$ cat config.mk
export PLATFORM = sky130hd
export DESIGN_NAME = enemy_kill_tracker
export DESIGN_NICKNAME = d
export VERILOG_FILES = /design/src/rtl/enemy_kill_tracker.sv
export SDC_FILE = /design/constraint.sdc
export NUM_CORES = 1
export LEC_CHECK = 0
export ABC_CLOCK_PERIOD_IN_PS = 4700
export CAP_MARGIN = 40
export CORE_ASPECT_RATIO = 1.75
export CORE_MARGIN = 2
export CORE_UTILIZATION = 40
export DETAILED_ROUTE_END_ITERATION = 7
export PLACE_DENSITY = 0.69
export SKIP_CTS_REPAIR_TIMING = 1
export SKIP_LAST_GASP = 1
export SLEW_MARGIN = 40
export SYNTH_ARGS = -nofsm -noshare
export SYNTH_HDL_FRONTEND = slang
export SYNTH_SLANG_ARGS = --single-unit
export TNS_END_PERCENT = 5
$ cat constraint.sdc
create_clock -name clk_50MHz -period 4.7 [get_ports clk_50MHz]
set_clock_uncertainty 0.2 [all_clocks]
set_input_delay 0.94 -clock clk_50MHz [delete_from_list [all_inputs] [get_ports clk_50MHz]]
set_output_delay 0.94 -clock clk_50MHz [all_outputs]
set_load 0.005 [all_outputs]
$ cat src/rtl/enemy_kill_tracker.sv
// enemy_kill_tracker: one kill per enemy life, BCD score, lives, PLAY/WIN/OVER FSM.
// Optional combo scoring is built when ENEMY_KILL_COMBO_EN is defined.
module enemy_kill_tracker #(
  parameter int          N_ENEMY         = 3,
  parameter int          KILLS_TO_WIN    = 20,
  parameter int          LIVES_INIT      = 3,
  parameter logic [15:0] POINTS_PER_KILL = 16'h0100,
  parameter int          COMBO_WINDOW    = 60
) (
  input  logic               clk_50MHz,
  input  logic               reset,
  input  logic               refresh_tick,
  input  logic               restart,
  input  logic [N_ENEMY-1:0] enemy_detroyed,
  input  logic [N_ENEMY-1:0] reset_loc,
  input  logic               tank_detroyed,
  output logic [15:0]        score_bcd,
  output logic [7:0]         kills,
  output logic [1:0]         lives,
  output logic [1:0]         game_state,
  output logic               game_active,
  output logic [N_ENEMY-1:0] kill_pulse
);

  typedef enum logic [1:0] {
    PLAY = 2'b00,
    WIN  = 2'b01,
    OVER = 2'b10
  } state_t;

  localparam logic [7:0] WIN_KILLS = 8'(KILLS_TO_WIN);
  localparam logic [1:0] LIVES_RST = 2'(LIVES_INIT);

  state_t             state;
  logic [N_ENEMY-1:0] ed_prev;
  logic [N_ENEMY-1:0] armed;
  logic [N_ENEMY-1:0] pend;
  logic               tank_prev;

  logic [N_ENEMY-1:0] rise;
  logic [N_ENEMY-1:0] accept;
  logic [N_ENEMY-1:0] cand;
  logic [N_ENEMY-1:0] sel;
  logic [N_ENEMY-1:0] armed_nxt;
  logic               tank_rise;
  logic               play;
  logic               any_kill;
  logic               to_over;
  logic               to_win;
  logic [15:0]        pts;
  logic [15:0]        score_sum;
  logic [7:0]         kills_sum;
  logic [7:0]         kills_nxt;
  logic [1:0]         lives_dec;
  logic [1:0]         lives_nxt;

  function automatic logic [15:0] bcd_add(
    input logic [15:0] a,
    input logic [15:0] b
  );
    logic [15:0] s;
    logic [4:0]  d;
    logic        c;
    s = '0;
    c = 1'b0;
    for (int i = 0; i < 4; i++) begin
      d = {1'b0, a[4*i +: 4]}
        + {1'b0, b[4*i +: 4]}
        + {4'd0, c};
      c = (d > 5'd9);
      if (c) d = d + 5'd6;
      s[4*i +: 4] = d[3:0];
    end
    return c ? 16'h9999 : s;
  endfunction

  assign game_state = state;

  // Edge detection, arming and the lowest-index kill selection.
  always_comb begin
    play      = (state == PLAY);
    rise      = enemy_detroyed & ~ed_prev;
    tank_rise = tank_detroyed & ~tank_prev;
    accept    = rise & armed & {N_ENEMY{play}};
    cand      = pend | accept;
    sel       = cand & (~cand + N_ENEMY'(1));
    any_kill  = |cand;
    armed_nxt = (armed & ~accept)
              | (reset_loc & ~rise);
    score_sum = bcd_add(score_bcd, pts);
    kills_sum = (kills == 8'hFF) ? kills
              : kills + 8'd1;
    lives_dec = (lives == 2'd0) ? lives
              : lives - 2'd1;
    kills_nxt = any_kill ? kills_sum : kills;
    lives_nxt = tank_rise ? lives_dec : lives;
    to_over   = play && (lives_nxt == 2'd0);
    to_win    = play && (kills_nxt == WIN_KILLS);
  end

`ifdef ENEMY_KILL_COMBO_EN
  localparam int TW = $clog2(COMBO_WINDOW + 1);
  localparam logic [TW-1:0] CW = TW'(COMBO_WINDOW);

  logic [TW-1:0] timer;

  assign pts = (timer < CW)
             ? bcd_add(POINTS_PER_KILL, POINTS_PER_KILL)
             : POINTS_PER_KILL;

  // Frames since the last scored kill, saturating at the window.
  always_ff @(posedge clk_50MHz or negedge reset) begin
    if (!reset) begin
      timer <= CW;
    end else if (!play && restart) begin
      timer <= CW;
    end else if (any_kill) begin
      timer <= '0;
    end else if (refresh_tick && timer < CW) begin
      timer <= timer + TW'(1);
    end
  end
`else
  logic unused_tick;

  assign unused_tick = refresh_tick;
  assign pts         = POINTS_PER_KILL;
`endif

  // Input history, per-enemy arming and the pending-kill buffer.
  always_ff @(posedge clk_50MHz or negedge reset) begin
    if (!reset) begin
      ed_prev   <= '0;
      tank_prev <= 1'b0;
      armed     <= '1;
      pend      <= '0;
    end else begin
      ed_prev   <= enemy_detroyed;
      tank_prev <= tank_detroyed;
      if (!play && restart) armed <= '1;
      else                  armed <= armed_nxt;
      if (!play || to_over || to_win) pend <= '0;
      else                            pend <= cand & ~sel;
    end
  end

  // Game FSM with registered score, kills, lives and pulse outputs.
  always_ff @(posedge clk_50MHz or negedge reset) begin
    if (!reset) begin
      state       <= PLAY;
      game_active <= 1'b1;
      score_bcd   <= '0;
      kills       <= '0;
      lives       <= LIVES_RST;
      kill_pulse  <= '0;
    end else begin
      unique case (state)
        PLAY: begin
          kill_pulse <= any_kill ? sel : '0;
          if (any_kill) score_bcd <= score_sum;
          kills <= kills_nxt;
          lives <= lives_nxt;
          if (to_over) begin
            state       <= OVER;
            game_active <= 1'b0;
          end else if (to_win) begin
            state       <= WIN;
            game_active <= 1'b0;
          end
        end
        default: begin
          kill_pulse <= '0;
          if (restart) begin
            state       <= PLAY;
            game_active <= 1'b1;
            score_bcd   <= '0;
            kills       <= '0;
            lives       <= LIVES_RST;
          end
        end
      endcase
    end
  end

endmodule

Yosys cells after proc, flatten, opt, wreduce, memory -nomap -nowiden
Cells that the tools add are included.
Operators by class
  $add $sub $neg: 10
  multiply operators: 0
  divide/modulo/power cells: 0
  magnitude comparators: 4
  eq/ne operators: 5
  shift-type cells: 0
  muxes and demuxes: 27
  bitwise logic cells: 16
  reductions and logical operators: 14
Operators by type and width (number)
  $mux 16: 4
  $mux 8: 4
  $and 3x3->3: 7
  $mux 2: 8
  $gt 5x4->1 const B: 3
  $not 3->3: 5
  $add 4x3->4 const B: 3
  $mux 3: 4
  $mux 4: 3
  $add 4x1->5: 2
  $add 8x1->8 const B: 1
  $eq 8x5->1 const B: 1
  $eq 8x8->1 const B: 1
  $logic_not 2->1: 3
  $ne 3x1->1 const B: 2
  $or 3x3->3: 2
  $add 4x1->5 const B: 1
  $add 5x1->5: 1
  $gt 4x4->1 const B: 1
  $mux 1: 4
  $reduce_and 2->1: 2
  $add 3x1->3 const B: 1
  $logic_and 1x1->1: 3
  $reduce_and 3->1: 1
  8 further kinds: 9
Storage, ports and cells
  bits in registers: 42
  bits in latches: 0
  bits in writable memories: 0
  memory bits (read-only): 0
  output and inout bits: 32
  word-level logic and storage cells: 87
  memories kept: 0

Longest topological paths before layout
Gate-level depths: netlist of run 1.
  depth after elaboration: 12
  gate-level depth with buffers: 24

Worst setup path before layout of run 1
OpenSTA, ideal clock, no wires.
  path type: register to register
  start point: reg score_bcd[2]
  end point: reg score_bcd[1]
  setup time: 0.122 ns
  arrival: 4.583 ns
  data required time: 4.378 ns
  setup slack: -0.204 ns
  stages on the path, launching flop included: 24
  cells stage by stage: dfrtp_1 -> o21ai_0 -> inv_1 -> ha_1 -> ha_1 -> xnor2_1 -> ha_1 -> inv_1 -> o311ai_0 -> o32a_1 -> ha_1 -> inv_1 -> ha_1 -> nand2b_1 -> mux2i_1 -> a21oi_1 -> ha_1 -> ha_1 -> o21a_1 -> nor2_1 -> nor3_1 -> clkbuf_1 -> o21ai_0 -> a32o_1
Between the ends
  word-level cells in the longest chain between the ends: 10
Ends and longest elaborated chain
  from (decl): RTL line 17  | output logic [15:0] score_bcd,
  from (signal assigned): RTL line 160  | if (any_kill) score_bcd <= score_sum;
  $gt 4x4->1 *: RTL line 70  | c = (d > 5'd9);
  $add 4x1->5: RTL line 69  | + {4'd0, c};
  $gt 5x4->1: RTL line 70
  $add 5x1->5: RTL line 69
  $gt 5x4->1: RTL line 70
  $add 4x1->5: RTL line 69
  $gt 5x4->1: RTL line 70
  $mux 16: RTL line 74  | return c ? 16'h9999 : s;
  $mux 16: RTL line 160
  $mux 16: RTL line 157  | unique case (state)
Every way passes the cells marked *; elsewhere a longest branch is shown, timed or not. The select of a mux whose other input is x is not followed.
A chain may end at the register's enable or synchronous reset.

Final worst setup path of run 1
  start point: reg score_bcd[1]
  end point: reg score_bcd[1]
Between the ends
  word-level cells in the longest chain between the ends: 10
Ends and longest elaborated chain (RTL line)
  $gt 4x4->1: 70
  $add 4x1->5: 69
  $gt 5x4->1: 70
  $add 5x1->5: 69
  $gt 5x4->1: 70
  $add 4x1->5: 69
  $gt 5x4->1: 70
  $mux 16: 74
  $mux 16: 160
  $mux 16: 157
Parallel ways exist; a longest one is shown, timed or not. The select of a mux whose other input is x is not followed.

==> impl.org, run 1 <==
** Outcome
- Run status :: complete, no violations

** STA
- In this run the tightest slew margin relative to its limit is 0.621.
- Time the worst path needs with I/O delays and setup :: 4.60 ns
- Final hold violations :: 0
- For the pin with the worst max-slew slack, the measured transition is 0.568 ns.
- Final TNS setup :: 0 ns
- The final number of max-transition violations came to 0.
- Final setup vio count :: 0
- Share of the clock period used by the worst path after layout :: 0.979
- Setup repair after global routing could not meet its margin everywhere.
- Derived from the worst setup path, the maximum achievable clock frequency is 217 MHz.

** Pwr
- The worst-case IR drop observed on VDD is 294 uV.
- For this design the ratio of total power to cell area is 404 mW/mm2.
- For this design the static power due to leakage is 1.39 nW.

** Clocking
- The clock passes through at most 2 buffers.
- CTS built an H-tree with a depth of 2.
- CTS placed an instance of clkbuf_8 at the clock tree root.
- Total number of clock tree sinks :: 41
- TritonCTS clock tree :: done
- Total clock buffers created by CTS :: 5
- Clock-pin slew reported for the worst setup and hold paths after clock tree synthesis :: 0.08 ns
- The later pin in the worst-skew pair is clocked with a latency of 0.30 ns.

** Floorplanning
- The die covers 0.00659 mm2.
- From bottom edge to top edge, the die measures 106 um.
- The die is 62.2 um wide.
- After floorplanning, the core was divided into 37 placement rows.
- Number of top-level pins :: 43
- The initial utilization of the core area, before any placement, comes to 0.410.
- The region available for standard cell placement spans 0.00579 mm2.

** Route
- After detailed routing, the number of vias per cell comes to 5.58.
- Routed vias :: 2282
- Length of the first detailed-routing pass in iterations :: 4
- In this run the remaining antenna-violating nets after routing total 0.
- Total detailed-routing wirelength :: 6250 um
- In the routed design, unresolved DRC markers number 0.
- In the final routed layout, each cell accounts on average for 15.3 um.
- Iteration-0 DRC count of the detailed router :: 88

** Placement
- Once detailed placement completed, the half-perimeter wirelength came to 4430 um.
- Summing all placed instances gives a cell area of 0.00301 mm2.
- Count of input and output buffers :: 41
- Counting tap cells, the placed design contains a total of 393 instances.
- Routability-driven placement congestion ratio :: 0.785

** Yosys
- Share of async-settable or async-resettable flops after synthesis :: 1.00
- Gate count after technology mapping :: 261
- Most common flop cell mapped by yosys :: dfrtp_1
- After synthesis the cells add up to 0.00237 mm2.
- In this run, synthesis produced a sequential element count of 41.
- EDFF count, synth :: 0
- Post-Synthesis Mean Instance Area :: 9.10 um2
- The synthesized netlist contains 45 unique library cells.
- The number of nets handed over by synthesis was 282.
- Fraction of the yosys area taken by sequential cells :: 0.435
- Number of synthesis warnings :: 0

** Setup path
- The critical path contains buffers and inverters numbering 5 combined.
- Cells along the critical path :: o21ai_2 -> inv_2 -> ha_4 -> ha_4 -> xnor2_2 -> ha_2 -> inv_2 -> o311ai_4 -> o32a_1 -> ha_4 -> inv_2 -> ha_4 -> nand2b_4 -> mux2i_1 -> a21oi_2 -> ha_2 -> ha_4 -> nand2b_4 -> a31oi_4 -> nor3_4 -> nor2_1 -> buf_4 -> buf_12 -> a32o_1
- The worst setup path is launched from a register.
- Along the worst path, the maximum fanout reaches 5.
- Critical path's most frequent cell :: ha_4
- Register-to-Register Setup Slack :: 0.1 ns
- Largest incremental delay on the critical path :: 0.40 ns
- Setup CP Type :: register to register
- Required time of the critical path :: 4.69 ns
- Timing startpoint of the critical path :: score_bcd[1]
- STA classifies the critical path endpoint as a register.
- On the critical path the largest part of the delay comes from adder cells.
- On the critical path, the stage with the largest delay is an instance of dfrtp_1.
- STA puts the critical path data arrival time at 4.59 ns.
- Worst flop-to-flop path startpoint :: score_bcd[1]

** Global routing
- The via count of the first global-routing pass is 2164.
- Maximum number of pins on one net before global-route repair :: 42
- Overflow left after global routing :: 0
- GRT Total Usage :: 0.187
- Global-route wire length before repair :: 9890 um
- The initial antenna violation count was 0.

** Layout
- Post-route design area :: 0.00336 mm2
- The repair_antennas step left the layout with diodes totalling 0.
- Final core utilization :: 0.581
- Number of cells in the finished layout apart from fillers :: 409
- Layout net count :: 351
- Fraction of final layout cells sized beyond drive strength 1 :: 0.221
- Total area of multi-input combinational cells :: 0.00140 mm2
- Leaving out fill and tap cells, the most frequent cells in the layout are 40 x clkdlybuf4s50_1, 35 x dfrtp_1, 30 x buf_4.
- Total of fill cells in the finished design :: 520
- Register cell area after layout :: 0.00103 mm2
- Area delta synth->final :: 41.5%
- Leaving out fill and tap cells, the most frequent cell in the layout is clkdlybuf4s50_1.

** Worst hold path
- Origin of the worst min-delay path :: lives[0]
- The min-delay analysis places its worst path in the category register to register.

** Flow run
- Number of max-cap violations :: 0
per-stage QoR:
step | hold slack, ns | setup WS, ns | total power, mW
2_1_floorplan | 0.266 | -0.0590 | 0.785
3_3_place_gp | 0.272 | -0.276 | 0.988
3_5_place_dp | 0.290 | -0.473 | 1.01
4_1_cts | 0.308 | -0.502 | 1.31
5_1_grt | 0.322 | -0.105 | 1.45
6_report | 0.301 | 0.0983 | 1.36
report_power, final:
part | leakage, nW | internal, mW | switching, mW | total (mW)
Clock | 0.0585 | 0.173 | 0.122 | 0.295
Sequential | 0.533 | 0.426 | 0.0672 | 0.493
Combinational | 0.794 | 0.282 | 0.286 | 0.569
Total | 1.39 | 0.881 | 0.475 | 1.36
sequential cells by signal, indices dropped and copies added (netlist names):
name / cells
ed_prev: 3
kills: 8
pend: 2
kill_pulse: 3
game_active: 1
game_state: 2
armed: 3
tank_prev: 1
score_bcd: 16
lives: 2
cell families (layout without fill, tap and decap cells):
family,after synthesis,after routing,share of synthesized area
fa+ha+maj,10,10,0.0527
compound gates,76,76,0.217
flops,41,41,0.435
xor+xnor,8,8,0.0295
buf+inv,24,94,0.0416
mux,4,4,0.0169
simple gates,98,98,0.208
routing by layer:
layer	wire length [um]	up-vias	GRT usage
li1	-	1077	-
met1	2350	1113	0.207
met2	3550	71	0.352
met3	172	21	0.0275
met4	180	0	0.0825
met5	0	-	0
path summary, 6_finish.rpt:
check                      cells after the start           end
min                                            2      lives[0]
max in group asynchronous                      1      armed[1]
max                                           24  score_bcd[1]
min reg2reg                                    2      lives[0]
max reg2reg                                   24  score_bcd[1]
min in group asynchronous                      1  score_bcd[6]
synth_stat cells (2+ instances only):
| library cell | number | area [um2] |
|---|---|---|
| xnor2_1 | 7 | 61.3 |
| dfstp_2 | 6 | 158 |
| o31ai_1 | 6 | 45.0 |
| a22o_1 | 9 | 78.8 |
| nand2_1 | 24 | 90.1 |
| dfrtp_1 | 35 | 876 |
| nand2b_1 | 11 | 68.8 |
| inv_1 | 14 | 52.6 |
| mux2i_1 | 4 | 40.0 |
| nor2_1 | 24 | 90.1 |
| a211oi_1 | 2 | 15.0 |
| ha_1 | 10 | 125 |
| clkbuf_1 | 8 | 30.0 |
| o21a_1 | 4 | 30.0 |
| nand4_1 | 5 | 31.3 |
| a21oi_1 | 12 | 60.1 |
| nor2b_1 | 5 | 31.3 |
| nand3_1 | 7 | 35.0 |
| nor3_1 | 8 | 40.0 |
| nand3b_1 | 3 | 22.5 |
| a31oi_1 | 3 | 18.8 |
| a32o_1 | 2 | 20.0 |
| o21ai_0 | 23 | 115 |
| o22ai_1 | 5 | 31.3 |
| and3_1 | 4 | 25.0 |
final cells by class:
| type | instances | share of cell area |
|---|---|---|
| Inverter | 14 | 0.0156 |
| Multi-Input combinational cell | 196 | 0.418 |
| Sequential cell | 41 | 0.308 |
| Tap cell | 78 | 0.0290 |
| Clock inverter | 1 | 0.00894 |
| Timing Repair Buffer | 72 | 0.195 |
| Clock buffer | 7 | 0.0257 |
tightest hold or removal path, cell delays in order, from the launching register on:
cell and delay [ns]:
dfstp_2 0.39, nand2_1 0.05, nand3_1 0.06
(Power assumes the default switching activity.)
==> inputs of run 2 (changes only) <==
- CTS_CLUSTER_SIZE: unset -> 40
==> results of run 2 <==
Same layout as run 1: the final DEF is identical, and so are final timing and power.
==> patch 1: new RTL, config.mk and constraints of run 1 <==
Build with the macro `ENEMY_KILL_COMBO_EN` defined.
--- a/src/rtl/enemy_kill_tracker.sv
+++ b/src/rtl/enemy_kill_tracker.sv
@@ -1,4 +1,6 @@
 // enemy_kill_tracker: one kill per enemy life, BCD score, lives, PLAY/WIN/OVER FSM.
 // Optional combo scoring is built when ENEMY_KILL_COMBO_EN is defined.
+`define ENEMY_KILL_COMBO_EN
+
 module enemy_kill_tracker #(
   parameter int          N_ENEMY         = 3,
Behaviour: not the same (Yosys sat finds a counterexample within 4 cycles, from zero or initial values and one cycle with reset low).
==> patch 1 against run 1 <==
The run now ends with negative setup slack left; power increased by 56%; sequential power grew 34%; synthesized area grew 15%; setup slack lost 0.20 ns; wire length increased by 5.9%; final area grew 13%; sequential cell count grew 6; global-route usage is 0.61 points lower; largest cell class unchanged.
==> patch 1: results (changes against run 1) <==
- Final setup violation count: 5 (+5)
- Depth of the worst register-to-register path: 25 (+4.2%)
- Vias in the first global route: 2286 (+5.6%)
- Global placer's final weighted congestion: 0.862 (+9.7%)
- I/O Buffers: 42 (+2.4%)
- Final WS setup: -0.0988 ns (-0.197 ns)
- Sequential share of the synthesized area: 43.6% (+0.099 points)
- Largest net degree at the start of global routing: 48 (+14%)
- Wirelength per Cell: 15.5 um (+1.4%)
- Synth top area cells: dfrtp_1 34%, dfstp_2 9.6%, ha_1 5.5%
- Root buffer cell: clkbuf_16
- Clock slew at reported path FFs: 0.06 ns (-0.02 ns)
- Routed vias/inst: 5.61 (+0.53%)
- CP Max Fanout: 7 (+2)
- Post-DP Area: 3480 sq um (+16%)
- All-layer global routing usage: 18.1% (-0.61 points)
- Worst Max-Slew Pin Slew: 0.765 ns (+0.198 ns)
- R2r endpoint: score_bcd[2]
- 1st-iter DRT viols: 115 (+31%)
- Failing checks: negative setup slack
- LEAKAGE: 1.57 nW (+13%)
- Share of layout cells above drive strength 1: 24.6% (+2.6 points)
- Setup TNS: -0.194 ns (-0.194 ns)
- First-pass GRT wire length: 10500 um (+5.9%)
- Hold Path End: armed[0]
- IR drop worst, VDD: 0.343 mV (+17%)
- Syn Nets: 305 (+8.2%)
- CP max stage cell: fa_2
- Final nets: 369 (+5.1%)
- Min-Delay Startpoint: ed_prev[0]
- Syn Area/Cell: 9.73 sq um (+7.0%)
- Status: finished, violations left
==> patch 1: changes by cell type after synthesis, sizes merged, moves of 4 or more <==
| cell | before | now |
|---|---|---|
| o21ai | 24 | 29 |
| dfstp | 6 | 10 |
| xor2 | 1 | 5 |
| a31oi | 3 | 8 |
| o21a | 4 | 0 |
| a22o | 9 | 5 |
| nor2 | 24 | 16 |
| nand2b | 11 | 4 |
==> patch 1: logic make-up (layout without fill, tap and decap cells) <==
family                   Yosys count  in the layout  synth area share [%]
AND/OR/NAND/NOR                   96             96                  18.5
AO/OA/AOI/OAI                     81             81                  21.4
flip-flops                        47             47                  43.6
buffers and inverters             26             91                  3.95
adder cells (fa/ha/maj)           14             14                  6.98
XOR/XNOR                           9              9                  2.89
multiplexers                       7              7                  2.62
==> patch 1: routing by layer <==
layer	vias to the layer above	wire [um]	share of wire [%]	GRT usage (%)
met4	0	195	2.9	8.16
li1	1143	-	-	-
met2	47	3670	55	32.5
met5	-	0	0	0
met1	1189	2560	39	19.8
met3	16	190	2.9	3.88
==> patch 1: stage by stage <==
| stage | total power, mW | hold WS [ns] | utilization (%) | setup slack (ns) |
|---|---|---|---|---|
| after floorplan | 1.22 | 0.266 | - | -0.0923 |
| after global placement | 1.56 | 0.277 | 53.1 | -0.0267 |
| after detailed placement | 1.57 | 0.291 | 53.2 | -0.182 |
| after CTS | 2.04 | 0.308 | 56.1 | -0.200 |
| after global routing | 2.26 | 0.330 | 57.9 | -0.307 |
| final | 2.12 | 0.301 | 57.9 | -0.0988 |
==> patch 1: worst min-delay path: stages, from the launching register on <==
cell and delay [ns]:
dfrtp_1 0.34, o22ai_1 0.07, nand2_1 0.06
==> patch 1: where the power goes <==
part,switching [mW],internal [mW]
combinational,0.489,0.511
sequential,0.121,0.539
clock,0.153,0.305
total,0.762,1.36
==> patch 1: how the worst max path moves through the flow <==
stage / startpoint / to / slack [ns] / depth (start not counted)
detailed placement: score_bcd[1] / score_bcd[14] / -0.18 / 27
floorplan: score_bcd[1] / score_bcd[10] / -0.09 / 26
finish: score_bcd[1] / score_bcd[2] / -0.1 / 25
CTS: score_bcd[2] / score_bcd[14] / -0.20 / 27
global route: score_bcd[1] / score_bcd[2] / -0.31 / 24
global placement: score_bcd[1] / score_bcd[2] / -0.03 / 25
==> patch 1: cell type report <==
| class | count | area [sq um] |
|---|---|---|
| Sequential cell | 47 | 1190 |
| Timing Repair Buffer | 67 | 609 |
| Multi-Input combinational cell | 207 | 1640 |
| Clock buffer | 6 | 129 |
| Inverter | 16 | 60.1 |
| Clock inverter | 2 | 60.1 |
| Tap cell | 82 | 103 |
| Fill cell | 584 | 2750 |
==> patch 2: new RTL, config.mk and constraints of run 1 <==
Made on the original files. Put one more register stage on the output `kills`, with the module's reset. The value now appears one clock later. The other outputs are not delayed to match. Comments in the files are not updated.
--- a/src/rtl/enemy_kill_tracker.sv
+++ b/src/rtl/enemy_kill_tracker.sv
@@ -31,4 +31,6 @@
   localparam logic [7:0] WIN_KILLS = 8'(KILLS_TO_WIN);
   localparam logic [1:0] LIVES_RST = 2'(LIVES_INIT);
+
+  logic [7:0] kills_s0;
 
   state_t             state;
@@ -89,9 +91,9 @@
               | (reset_loc & ~rise);
     score_sum = bcd_add(score_bcd, pts);
-    kills_sum = (kills == 8'hFF) ? kills
-              : kills + 8'd1;
+    kills_sum = (kills_s0 == 8'hFF) ? kills_s0
+              : kills_s0 + 8'd1;
     lives_dec = (lives == 2'd0) ? lives
               : lives - 2'd1;
-    kills_nxt = any_kill ? kills_sum : kills;
+    kills_nxt = any_kill ? kills_sum : kills_s0;
     lives_nxt = tank_rise ? lives_dec : lives;
     to_over   = play && (lives_nxt == 2'd0);
@@ -151,5 +153,5 @@
       game_active <= 1'b1;
       score_bcd   <= '0;
-      kills       <= '0;
+      kills_s0    <= '0;
       lives       <= LIVES_RST;
       kill_pulse  <= '0;
@@ -159,5 +161,5 @@
           kill_pulse <= any_kill ? sel : '0;
           if (any_kill) score_bcd <= score_sum;
-          kills <= kills_nxt;
+          kills_s0 <= kills_nxt;
           lives <= lives_nxt;
           if (to_over) begin
@@ -175,5 +177,5 @@
             game_active <= 1'b1;
             score_bcd   <= '0;
-            kills       <= '0;
+            kills_s0    <= '0;
             lives       <= LIVES_RST;
           end
@@ -183,4 +185,12 @@
   end
 
+  always_ff @(posedge clk_50MHz or negedge reset) begin
+    if (!reset) begin
+      kills <= '0;
+    end else begin
+      kills <= kills_s0;
+    end
+  end
+
 endmodule
 
Behaviour: not the same (a bounded check fails within 4 cycles, from zero or initial values and one cycle with reset low).
==> patch 2 against run 1 <==
Setup slack improved by 0.11 ns; synthesized area increased by 10%; power increased by 10%; count of clock-buffer cells in the layout unchanged; utilization decreased by 7.3 points; first-iteration DRC count increased by 15%; die area increased by 9.4%; sequential cell count increased by 8; wire length decreased by 6.6%; sequential power increased by 20%; final area decreased by 2.6%; cell count decreased by 3.7%.
==> patch 2: results (changes against run 1) <==
- Detail Placement HPWL: 4020 um (-9.3%)
- I/O Buffers: 41 (unchanged)
- Post-synth top cells: 43 x dfrtp_1, 24 x nand2_1, 24 x o21ai_0, 22 x nor2_1, 18 x inv_1
- Vias in the first global route: 2105 (-2.7%)
- Met2 Usage GRT: 29.7% (-5.5 points)
- Synth top area cells: dfrtp_1 41%, dfstp_2 6.0%, ha_1 4.8%
- Crit path largest cell delay: 0.43 ns (+0.03 ns)
- Cell count after synthesis: 268 (+2.7%)
- Metal2 WL: 3160 um (-11%)
- Initial antenna violation count: 0 (unchanged)
- Slew margin rel.: 52.4% (-9.7 points)
- All-layer global routing usage: 16.9% (-1.9 points)
- IR drop worst, VDD: 0.242 mV (-18%)
- Largest net degree at the start of global routing: 50 (+19%)
- Dpl ws: -0.0179 ns (+0.455 ns)
- Syn Nets: 289 (+2.5%)
- Final nets: 332 (-5.4%)
- Final WL: 5840 um (-6.6%)
- Routed vias/inst: 5.47 (-1.9%)
- 1st-iter DRT viols: 101 (+15%)
- Synth unique cells: 59 (+31%)
- Clock slew at reported path FFs: 0.07 ns
- Sequential share of power: 39.6% (+3.3 points)
- Global placer's final weighted congestion: 0.837 (+6.6%)
- Status: finished clean
- Largest registers: score_bcd x16, kills x8, kills_s0 x8
- WP data arrival: 4.50 ns (-0.09 ns)
- Metal3 WL: 227 um (+32%)
- Sequential share of the synthesized area: 47.2% (+3.7 points)
- First-pass GRT wire length: 9520 um (-3.7%)
- Post-DP Area: 3090 sq um (+2.7%)
- Psw: 0.521 mW (+9.7%)
- CP delay by family, top: compound AO/OA/AOI/OAI gates
- Share of layout cells above drive strength 1: 12.2% (-9.9 points)
- Met3 Use GR: 3.65% (+0.90 points)
- Root buffer cell: clkbuf_16
- N_diodes: 0 (unchanged)
- Wirelength per Cell: 14.8 um (-3.1%)
- Cells after DPL: 385 (-2.0%)
-- patch 2: changes by cell type after synthesis, sizes merged, moves of 4 or more --
cell and change:
inv +4, nor3 -5, dfrtp +8, nand2b -6
a22o -4
-- patch 2: worst paths after layout --
| check | start | slack [ns] | to | cells past startpoint |
|---|---|---|---|---|
| max | score_bcd[1] | 0.20 | score_bcd[2] | 23 |
| min | pend[1] | 0.27 | kill_pulse[2] | 1 |
| max reg2reg | score_bcd[1] | 0.20 | score_bcd[2] | 23 |
| min reg2reg | pend[1] | 0.27 | kill_pulse[2] | 1 |
| max in group asynchronous | reset | 3.41 | kills_s0[3] | 1 |
| min in group asynchronous | reset | 0.45 | kills[0] | 1 |
-- patch 2: power by group through the flow --
stage	Clock, mW	Sequential, mW	Combinational [mW]
2_1_floorplan	0	0.578	0.346
3_3_place_gp	0	0.594	0.518
3_5_place_dp	0	0.595	0.527
4_1_cts	0.361	0.588	0.530
5_1_grt	0.375	0.603	0.618
6_report	0.348	0.591	0.552
-- patch 2: final cells by class --
cell class              instances  area, sq um
multi-input cells             190         1270
fillers                       617         3170
well taps                      82          103
clock buffers                   7          133
inverters                      18         67.6
clock inverters                 1         7.51
flip-flops and latches         49         1230
repair buffers                 47          457
-- patch 2: cells by family (layout without fill, tap and decap cells) --
kind of cell / after synthesis / count (layout) / synth area share, %
XOR/XNOR: 7 / 7 / 2.64
buffers and inverters: 29 / 73 / 5.37
multiplexers: 6 / 6 / 2.30
AO/OA/AOI/OAI: 74 / 74 / 18.9
flip-flops: 49 / 49 / 47.2
adder cells (fa/ha/maj): 10 / 10 / 4.79
AND/OR/NAND/NOR: 93 / 93 / 18.8
